`config.mk`:
```
export PLATFORM = sky130hd
export DESIGN_NAME = sqrt_share_sched
export DESIGN_NICKNAME = d
export VERILOG_FILES = /design/src/rtl/sqrt_pkg.sv /design/src/rtl/sqrt_iter_core.sv /design/src/rtl/sqrt_share_sched.sv
export SDC_FILE = /design/constraint.sdc
export NUM_CORES = 1
export LEC_CHECK = 0
export ABC_AREA = 1
export CORE_MARGIN = 2
export CORE_UTILIZATION = 45
export CTS_BUF_LIST = sky130_fd_sc_hd__clkbuf_4
export CTS_CLUSTER_DIAMETER = 80
export DETAILED_ROUTE_END_ITERATION = 16
export GPL_TIMING_DRIVEN = 0
export PLACE_DENSITY = 0.7
export SYNTH_ARGS = -nofsm -noshare
export SYNTH_HDL_FRONTEND = slang
export SYNTH_SLANG_ARGS = --single-unit
```
`constraint.sdc`:
```
create_clock -name clk -period 5.2 [get_ports clk]
set_input_delay 1.04 -clock clk [delete_from_list [all_inputs] [get_ports clk]]
set_output_delay 1.04 -clock clk [all_outputs]
set_load 0.005 [all_outputs]
```
`src/rtl/sqrt_pkg.sv`:
```
// Shared types and helpers for the shared square-root scheduler.
package sqrt_pkg;

    typedef enum logic [1:0] {
        IDLE = 2'd0,
        ITER = 2'd1,
        DONE = 2'd2
    } sched_state_e;

    // Root width for an operand of width w (w must be even).
    function automatic int unsigned root_w(input int unsigned w);
        return w / 2;
    endfunction

endpackage

```
`src/rtl/sqrt_iter_core.sv`:
```
// Bit-serial digit-by-digit square root: one root bit per cycle, MSB first,
// consuming two operand bits per step.
module sqrt_iter_core
    import sqrt_pkg::*;
#(
    parameter int unsigned WIDTH = 8
) (
    input  logic               clk,
    input  logic               rst,
    input  logic               start,
    input  logic [WIDTH-1:0]   operand,
    output logic               done,
    output logic [WIDTH/2-1:0] root,
    output logic [WIDTH/2:0]   rem
);

    localparam int unsigned RW  = root_w(WIDTH);
    localparam int unsigned RMW = RW + 2;
    localparam int unsigned SW  = RW + 4;
    localparam int unsigned CW  = (RW > 1) ? $clog2(RW) : 1;
    localparam logic [CW-1:0] LAST = CW'(RW - 1);

    logic [WIDTH-1:0]      r_x;
    logic [RW-1:0]         r_root;
    logic signed [RMW-1:0] r_rem;
    logic [CW-1:0]         r_step;
    logic                  r_active;

    logic signed [SW-1:0]  w_shift;
    logic signed [SW-1:0]  w_trial;
    logic                  w_neg;
    logic [RW-1:0]         w_root_nxt;
    logic signed [RMW-1:0] w_rem_nxt;

    // One trial-subtract step; root/rem expose the post-step values so the
    // scheduler can capture the final result on the same edge as the last step.
    always_comb begin
        w_shift    = {r_rem, r_x[WIDTH-1 -: 2]};
        w_trial    = w_shift - $signed({2'b00, r_root, 2'b01});
        w_neg      = w_trial[SW-1];
        w_root_nxt = {r_root[RW-2:0], ~w_neg};
        w_rem_nxt  = w_neg ? RMW'(w_shift) : RMW'(w_trial);
    end

    assign done = r_active && (r_step == LAST);
    assign root = w_root_nxt;
    assign rem  = w_rem_nxt[RW:0];

    // Load operand on start, then iterate until the last root bit resolves.
    always_ff @(posedge clk or posedge rst) begin
        if (rst) begin
            r_x      <= '0;
            r_root   <= '0;
            r_rem    <= '0;
            r_step   <= '0;
            r_active <= 1'b0;
        end else if (start) begin
            r_x      <= operand;
            r_root   <= '0;
            r_rem    <= '0;
            r_step   <= '0;
            r_active <= 1'b1;
        end else if (r_active) begin
            r_x      <= {r_x[WIDTH-3:0], 2'b00};
            r_root   <= w_root_nxt;
            r_rem    <= w_rem_nxt;
            r_step   <= r_step + 1'b1;
            if (done) begin
                r_active <= 1'b0;
            end
        end
    end

endmodule

```
`src/rtl/sqrt_share_sched.sv`:
```
// Round-robin scheduler sharing one iterative sqrt core among N_REQ requesters.
module sqrt_share_sched
    import sqrt_pkg::*;
#(
    parameter int unsigned N_REQ = 4,
    parameter int unsigned WIDTH = 8
) (
    input  logic                     clk,
    input  logic                     rst,
    input  logic [N_REQ-1:0]         req_valid,
    input  logic [N_REQ*WIDTH-1:0]   req_data,
    output logic [N_REQ-1:0]         req_ready,
    output logic                     rsp_valid,
    input  logic                     rsp_ready,
    output logic [$clog2(N_REQ)-1:0] rsp_id,
    output logic [WIDTH/2-1:0]       rsp_root,
    output logic [WIDTH/2:0]         rsp_rem,
    output logic                     busy
);

    localparam int unsigned RW = root_w(WIDTH);
    localparam int unsigned IW = $clog2(N_REQ);
    localparam int unsigned CW = (RW > 1) ? $clog2(RW) : 1;
    localparam logic [CW-1:0] LAST    = CW'(RW - 1);
    localparam logic [IW-1:0] TOP_IDX = IW'(N_REQ - 1);

    sched_state_e r_state;
    sched_state_e w_state_nxt;

    logic [IW-1:0]    r_ptr;
    logic [IW-1:0]    r_job_id;
    logic [CW-1:0]    r_cnt;
    logic [IW-1:0]    r_rsp_id;
    logic [RW-1:0]    r_rsp_root;
    logic [RW:0]      r_rsp_rem;

    logic             w_any;
    logic [IW-1:0]    w_gidx;
    logic [IW-1:0]    w_k;
    logic             w_start;
    logic             w_last;
    logic [WIDTH-1:0] w_operand;
    logic             w_core_done;
    logic [RW-1:0]    w_core_root;
    logic [RW:0]      w_core_rem;

    // Round-robin search: first valid index at or after the pointer, with wrap.
    always_comb begin
        w_any  = 1'b0;
        w_gidx = '0;
        w_k    = '0;
        for (int unsigned i = 0; i < N_REQ; i++) begin
            w_k = IW'((r_ptr + i) % N_REQ);
            if (!w_any && req_valid[w_k]) begin
                w_any  = 1'b1;
                w_gidx = w_k;
            end
        end
    end

    // Select the granted requester's operand.
    always_comb begin
        w_operand = '0;
        for (int unsigned i = 0; i < N_REQ; i++) begin
            if (IW'(i) == w_gidx) begin
                w_operand = req_data[i*WIDTH +: WIDTH];
            end
        end
    end

    assign w_start = (r_state == IDLE) && w_any && !rst;
    assign w_last  = (r_state == ITER) && (r_cnt == LAST) && w_core_done;

    // One-hot accept strobe, only while idle and out of reset.
    always_comb begin
        req_ready = '0;
        if (w_start) begin
            req_ready[w_gidx] = 1'b1;
        end
    end

    // Next-state logic for IDLE -> ITER -> DONE -> IDLE.
    always_comb begin
        w_state_nxt = r_state;
        case (r_state)
            IDLE:    if (w_start)   w_state_nxt = ITER;
            ITER:    if (w_last)    w_state_nxt = DONE;
            DONE:    if (rsp_ready) w_state_nxt = IDLE;
            default: w_state_nxt = IDLE;
        endcase
    end

    // State register.
    always_ff @(posedge clk or posedge rst) begin
        if (rst) begin
            r_state <= IDLE;
        end else begin
            r_state <= w_state_nxt;
        end
    end

    // Pointer, iteration counter, job id and response registers.
    always_ff @(posedge clk or posedge rst) begin
        if (rst) begin
            r_ptr      <= '0;
            r_job_id   <= '0;
            r_cnt      <= '0;
            r_rsp_id   <= '0;
            r_rsp_root <= '0;
            r_rsp_rem  <= '0;
        end else begin
            if (w_start) begin
                r_ptr    <= (w_gidx == TOP_IDX) ? '0 : w_gidx + 1'b1;
                r_job_id <= w_gidx;
                r_cnt    <= '0;
            end else if (r_state == ITER) begin
                r_cnt <= r_cnt + 1'b1;
            end
            if (w_last) begin
                r_rsp_id   <= r_job_id;
                r_rsp_root <= w_core_root;
                r_rsp_rem  <= w_core_rem;
            end
        end
    end

    sqrt_iter_core #(
        .WIDTH (WIDTH)
    ) u_core (
        .clk     (clk),
        .rst     (rst),
        .start   (w_start),
        .operand (w_operand),
        .done    (w_core_done),
        .root    (w_core_root),
        .rem     (w_core_rem)
    );

    assign rsp_valid = (r_state == DONE);
    assign busy      = (r_state != IDLE);
    assign rsp_id    = r_rsp_id;
    assign rsp_root  = r_rsp_root;
    assign rsp_rem   = r_rsp_rem;

endmodule

```
Yosys cells after proc, flatten, opt, wreduce, memory -nomap -nowiden
Cells that the tools add are included.
{ "op_classes": {"n_eq_ne": 11, "n_mux": 42, "n_bitwise": 1, "n_reduce_logical": 19, "add_sub_neg": 7, "order_cmp": 6} }
{ "ops": {"columns": ["operator", "n"], "rows": [
  ["8-bit two-way mux", 6],
  ["2-bit two-way mux", 12],
  ["6-bit two-way mux", 3],
  ["2-bit by 3-bit less-than comparator with 1-bit output, second input constant", 5],
  ["1-bit two-way mux", 12],
  ["4-bit two-way mux", 3],
  ["1-bit logical AND", 9],
  ["2-bit by 1-bit adder with 2-bit output, second input constant", 4],
  ["1-bit binary-select mux with 2-bit select", 4],
  ["2-bit == test, second input constant", 4],
  ["8-bit by 7-bit subtractor with 8-bit output", 1],
  ["2-bit case mux with 3 select lines", 1],
  ["2-bit nonzero test", 3],
  ["2-bit adder, second input constant", 2],
  ["2-bit == test, first input constant", 2],
  ["1-bit logical NOT", 4],
  ["2-bit logical NOT", 2],
  ["2-bit by 1-bit != test with 1-bit output, second input constant", 2],
  ["3-bit AND reduction", 1],
  ["1-bit demux with 2-bit select", 1],
  ["1-bit by 2-bit == test with 1-bit output, first input constant", 1],
  ["2-bit by 1-bit == test with 1-bit output, second input constant", 1],
  ["2-bit by 1-bit >= comparator with 1-bit output, second input constant", 1],
  ["2-bit != test, second input constant", 1],
  ["1-bit NOT", 1]
]} }
{ "totals": {"input_bits": 39, "reg_bits": 40, "out_inout_bits": 17} }

Logic depth before layout (Yosys ltp)
{ "depth": {"word_depth": 18, "depth_mapped": 19, "depth_no_buf": 18} }

Modules after synthesis
Synthesis repeated with hierarchy kept, for this count alone.
{ "hier_totals": {"hier_cells": 363, "area_unflattened_um2": 2560.0} }
{ "by_module_without_submodules": {"columns": ["module", "instances", "area_per_inst_um2", "cells_each"], "rows": [
  ["sqrt_share_sched", 1, 1337.5, 207],
  ["sqrt_iter_core", 1, 1222.4, 156]
]} }

Worst setup path before layout
No wires, ideal clock.
{ "synth_timing": {"path_type": "in2out", "startpoint": "input req_valid[0]", "endpoint": "output req_ready[3]", "arrival_time_ps": 2543, "path_stages": 14, "setup_slack_ps": 1617, "n_path_buf": 2, "required_time_ps": 4160, "path_cell_list": "inv_1 -> nand2_1 -> nand3_1 -> nand2_2 -> nor2_8 -> nand3_1 -> nand3_1 -> nand2_1 -> inv_1 -> ha_1 -> clkbuf_1 -> clkbuf_1 -> inv_1 -> nor2_1"} }
{ "synth_between": {"elab_chain_cells": 17, "elab_cells_between_ends": 30} }
{ "synth_rtl": {"columns": ["item", "line_no", "text"], "rows": [
  ["from (decl)", "sqrt_share_sched.sv:10", "input logic [N_REQ-1:0] req_valid,"],
  ["1-bit binary-select mux with 2-bit select", "sqrt_share_sched.sv:54", "if (!w_any && req_valid[w_k]) begin"],
  ["1-bit two-way mux (not written as such)", "sqrt_share_sched.sv:54", null],
  ["1-bit two-way mux", "sqrt_share_sched.sv:54", null],
  ["1-bit logical NOT", "sqrt_share_sched.sv:54", null],
  ["1-bit logical AND", "sqrt_share_sched.sv:54", null],
  ["1-bit two-way mux", "sqrt_share_sched.sv:54", null],
  ["1-bit logical NOT", "sqrt_share_sched.sv:54", null],
  ["1-bit logical AND", "sqrt_share_sched.sv:54", null],
  ["(+2 left out)", null, null],
  ["1-bit logical AND", "sqrt_share_sched.sv:54", null],
  ["2-bit two-way mux *", "sqrt_share_sched.sv:54", null],
  ["named net w_gidx[1]", "sqrt_share_sched.sv:38", "logic [IW-1:0] w_gidx;"],
  ["2-bit by 3-bit less-than comparator with 1-bit output (not written as such) / 2-bit by 1-bit >= comparator with 1-bit output (equally long branches)", "sqrt_share_sched.sv:78", "req_ready[w_gidx] = 1'b1;"],
  ["1-bit logical AND (not written as such)", "sqrt_share_sched.sv:78", null],
  ["1-bit two-way mux (not written as such)", "sqrt_share_sched.sv:78", null],
  ["1-bit demux with 2-bit select *", "sqrt_share_sched.sv:78", null],
  ["4-bit two-way mux *", "sqrt_share_sched.sv:77", "if (w_start) begin"],
  ["to (decl)", "sqrt_share_sched.sv:12", "output logic [N_REQ-1:0] req_ready,"]
]} }
The timed path passes the listed nets; every way through them passes the cells marked *. The select of a mux whose other input is x is not followed.

Worst setup path in the final report
{ "layout_timing": {"startpoint": "input req_valid[1]", "endpoint": "output req_ready[3]"} }
The elaborated chain is that of the path after synthesis.

==> impl_summary.log <==
INFO  metric yosys.cell_types.count = 30
INFO  metric layout.nets = 474
INFO  metric cts.reportedPaths.clkPinSlew = 0.13 ns
INFO  metric hold_depth = 1
INFO  metric hold_buffers = 0
INFO  metric power_frac_comb = 67.4%
INFO  metric setup.worst_path.class = input pin to output pin
INFO  metric ys_ff_latch = 40
INFO  metric fin_skew = 0.01650 ns
INFO  metric critPathRequiredTime = 4.16 ns
INFO  metric rsz0062_at_grt = no
INFO  metric root_buffer = sky130_fd_sc_hd__clkbuf_4
INFO  metric port_buffers = 55
INFO  metric violation_count_after_the_first_detailed_route_iteration = 102
INFO  metric hold_slack = 0.4900 ns
INFO  metric num_rows = 27
INFO  metric die_width = 79.83 um
INFO  metric fraction_of_synthesis_flops_using_an_asynchronous_set_or_reset_pin = 100.0%
INFO  metric syn_avg_cell_area = 7.148 um^2
INFO  metric max-vdd-ir-drop = 0.3118 mV
INFO  metric timing.final.crit_period = 4.778 ns
INFO  metric timing.final.ws_setup = 0.4225 ns
INFO  metric clock-sinks = 40
INFO  metric layout-area-overhead-vs-synth = 27.90%
INFO  metric commonest_non_fill_non_tap_cell_in_the_layout = sky130_fd_sc_hd__nand2_1
INFO  metric drt_pass1_iterations = 4
INFO  metric setup_violations = 0
INFO  metric max_slew.worst_pin.slew = 0.8143 ns
INFO  metric p_sw = 1.133 mW
INFO  metric synth_sequential_area_ratio = 38.68%
INFO  metric fraction_of_layout_cells_with_a_size_suffix_above_1 = 8.706%
INFO  metric detailed_place_hpwl = 4583 um
INFO  metric antenna_violations_before_repair = 0
INFO  metric share_clk_of_total_power = 9.2%
INFO  metric cts_htree_levels = 2
INFO  metric antennaDiodeCount = 0
INFO  metric critical_path.reg2reg.endpoint = u_core.r_x[6]$_DFFE_PP0P_
INFO  metric post_synth_inst_count = 362
INFO  metric die_area = 6373 um^2
INFO  metric hold_path.startpoint = u_core.r_step[0]$_DFFE_PP0P_
INFO  metric fmaxAchievable = 209.3 MHz
INFO  metric fraction_of_the_cycle_the_final_worst_path_needs = 91.88%
INFO  metric finalSetupTns = 0 ns
INFO  metric synth-main-ff-cell = sky130_fd_sc_hd__dfrtp_1
INFO  metric netlist_area = 2587 um^2
INFO  metric route.detailed.drc = 0
INFO  metric worst_setup_slack_post_dpl = 0.3440 ns
INFO  metric skew_pair_late_insertion_delay = 0.36 ns
INFO  metric hold_path_end = u_core.r_step[0]$_DFFE_PP0P_
INFO  metric critPathCaptureType = output pin
INFO  metric cts_inserted_buffers = 5
INFO  metric p_per_area = 681.0 nW/um^2
INFO  metric leakage = 1.650 nW
INFO  metric crit_path_cell_trace = clkdlybuf4s50_1 -> inv_1 -> nand2_1 -> nand3_1 -> nand2_2 -> nor2_8 -> nand3_4 -> nand3_1 -> inv_1 -> ha_1 -> clkbuf_1 -> clkbuf_2 -> inv_1 -> nor2_1 -> clkdlybuf4s50_1
INFO  metric ant_nets = 0
INFO  metric max-clock-path-buffers = 2
INFO  metric number_of_global_route_vias_before_repair = 2400
INFO  metric overflow = 0
INFO  metric grt_first_pass_wirelength = 10450 um
INFO  metric start_kind = input pin
INFO  metric worst-r2r-setup-slack = 2.12 ns
INFO  metric gp_routability_congestion = 0.8348
INFO  metric hold_class = register to register
INFO  metric globalRouteTotalUtil = 20.49%
INFO  metric timing.slew.headroom = 45.64%
INFO  metric initial_core_util = 46.70%
INFO  metric max_cap_viol_count = 0
INFO  metric cpMostUsedCell = sky130_fd_sc_hd__inv_1
INFO  metric postLayoutCoreUtil = 59.73%
INFO  metric yosys_warning_total = 0
INFO  metric postSynthNetCount = 412
INFO  metric largest_net_degree_at_the_start_of_global_routing = 41
INFO  metric fin_area = 3309 um^2
INFO  metric critical_path.slowest_cell = sky130_fd_sc_hd__clkdlybuf4s50_1
INFO  metric placeableCoreArea = 5540 um^2
INFO  metric io_pins = 56
INFO  metric routed_wire_length_per_instance = 12.05 um
INFO  metric post_cts_resized = 0
INFO  metric totalPowerFinal = 2.254 mW
INFO  metric route.detailed.vias_per_inst = 5.006
INFO  metric power.sequential.fraction = 23.4%
INFO  metric timing.critical_path.fanout_max = 10
INFO  metric post_cts_setup_driven_buffer_insertion_count = 0
INFO  metric die_height = 79.83 um
INFO  metric maximum_single_stage_delay_on_the_critical_path = 0.51 ns
INFO  metric worstReg2RegStart = r_ptr[0]$_DFFE_PP0P_
INFO  metric cts_tree = built
INFO  metric final-max-slew-violation-count = 0
INFO  metric final-hold-violation-count = 0
INFO  metric drt-total-wl = 5988 um
INFO  metric num_vias = 2488
INFO  metric most-common-layout-cells = 123 x sky130_fd_sc_hd__nand2_1, 58 x sky130_fd_sc_hd__nand3_1, 55 x sky130_fd_sc_hd__clkdlybuf4s50_1
INFO  metric finish.cell_count_without_fillers = 497
INFO  metric worst-endpoint-arrival = 3.74 ns
INFO  metric postPlaceCellArea = 3228 um^2
INFO  metric outcome = finished clean
INFO  metric p_int = 1.120 mW
INFO  metric place_inst = 489
INFO  metric switching_share = 50.29%
INFO  metric reg2reg_depth = 18
INFO  metric post_synth_edffs = 0
-- state kept, by name, indices dropped and copies added, names as in the netlist --
name and cells:
u_core.r_step 2, u_core.r_x 8, u_core.r_active 1, rsp_rem 5, u_core.r_rem 6, rsp_root 4, r_state 2, rsp_id 2
u_core.r_root 4, r_ptr 2, r_cnt 2, r_job_id 2
-- cell usage after synthesis (2+ instances only) --
cell,instances,area (um^2)
sky130_fd_sc_hd__a21oi_1,8,40.04
sky130_fd_sc_hd__buf_2,2,10.01
sky130_fd_sc_hd__buf_6,3,33.78
sky130_fd_sc_hd__clkbuf_1,6,22.52
sky130_fd_sc_hd__dfrtp_1,40,1001
sky130_fd_sc_hd__ha_1,11,137.6
sky130_fd_sc_hd__inv_1,32,120.1
sky130_fd_sc_hd__inv_2,2,7.510
sky130_fd_sc_hd__nand2_1,123,461.7
sky130_fd_sc_hd__nand2_2,10,62.56
sky130_fd_sc_hd__nand3_1,58,290.3
sky130_fd_sc_hd__nand3_2,3,30.03
sky130_fd_sc_hd__nand4_1,3,18.77
sky130_fd_sc_hd__nor2_1,12,45.04
sky130_fd_sc_hd__o21ai_0,24,120.1
sky130_fd_sc_hd__o21ai_1,9,45.04
sky130_fd_sc_hd__xnor2_1,2,17.52
sky130_fd_sc_hd__xor2_1,2,17.52
-- critical path: cells and delay by family --
family                     cells  cell delay (ns)
buffers and inverters          7             1.75
and+or+nand+nor                7             0.80
adders and majority gates      1             0.16
-- per-layer routing --
metal / part of all wire [%] / track usage (%) / up-vias
li1: - / - / 1300
met1: 46 / 24.95 / 1115
met2: 48 / 36.64 / 64
met3: 4.8 / 3.959 / 9
met4: 1.5 / 5.932 / 0
met5: 0 / 0 / -
-- cell families after synthesis --
group           share of synthesized area (%)
fa+ha+maj                               5.319
buf+inv                                 8.414
simple gates                            37.43
xor+xnor                                1.354
compound gates                          8.801
flops                                   38.68
-- power by group through the flow --
stage | Combinational [mW] | Clock [mW] | Sequential [mW]
2_1_floorplan | 1.12 | 0 | 0.517
3_3_place_gp | 1.49 | 0 | 0.530
3_5_place_dp | 1.52 | 0 | 0.534
4_1_cts | 1.54 | 0.212 | 0.528
5_1_grt | 1.75 | 0.224 | 0.543
6_report | 1.52 | 0.208 | 0.527
-- worst max-delay path by stage --
stage	slack, ns	endpoint	from
6_report	0.42	req_ready[3]	req_valid[1]
5_1_grt	0.11	req_ready[3]	req_valid[1]
4_1_cts	0.29	req_ready[3]	req_valid[1]
3_5_place_dp	0.34	req_ready[3]	req_valid[1]
3_3_place_gp	0.36	req_ready[3]	req_valid[1]
2_1_floorplan	1.62	req_ready[3]	req_valid[0]
-- final cells by class --
class	instances	area, um^2
Inverter	36	140.1
Sequential cell	40	1001
Buffer	13	78.83
Timing Repair Buffer	55	550.5
Clock inverter	3	42.54
Fill cell	531	2231
Tap cell	72	90.09
Multi-Input combinational cell	273	1369
Clock buffer	5	37.54
(Power assumes the default switching activity.)
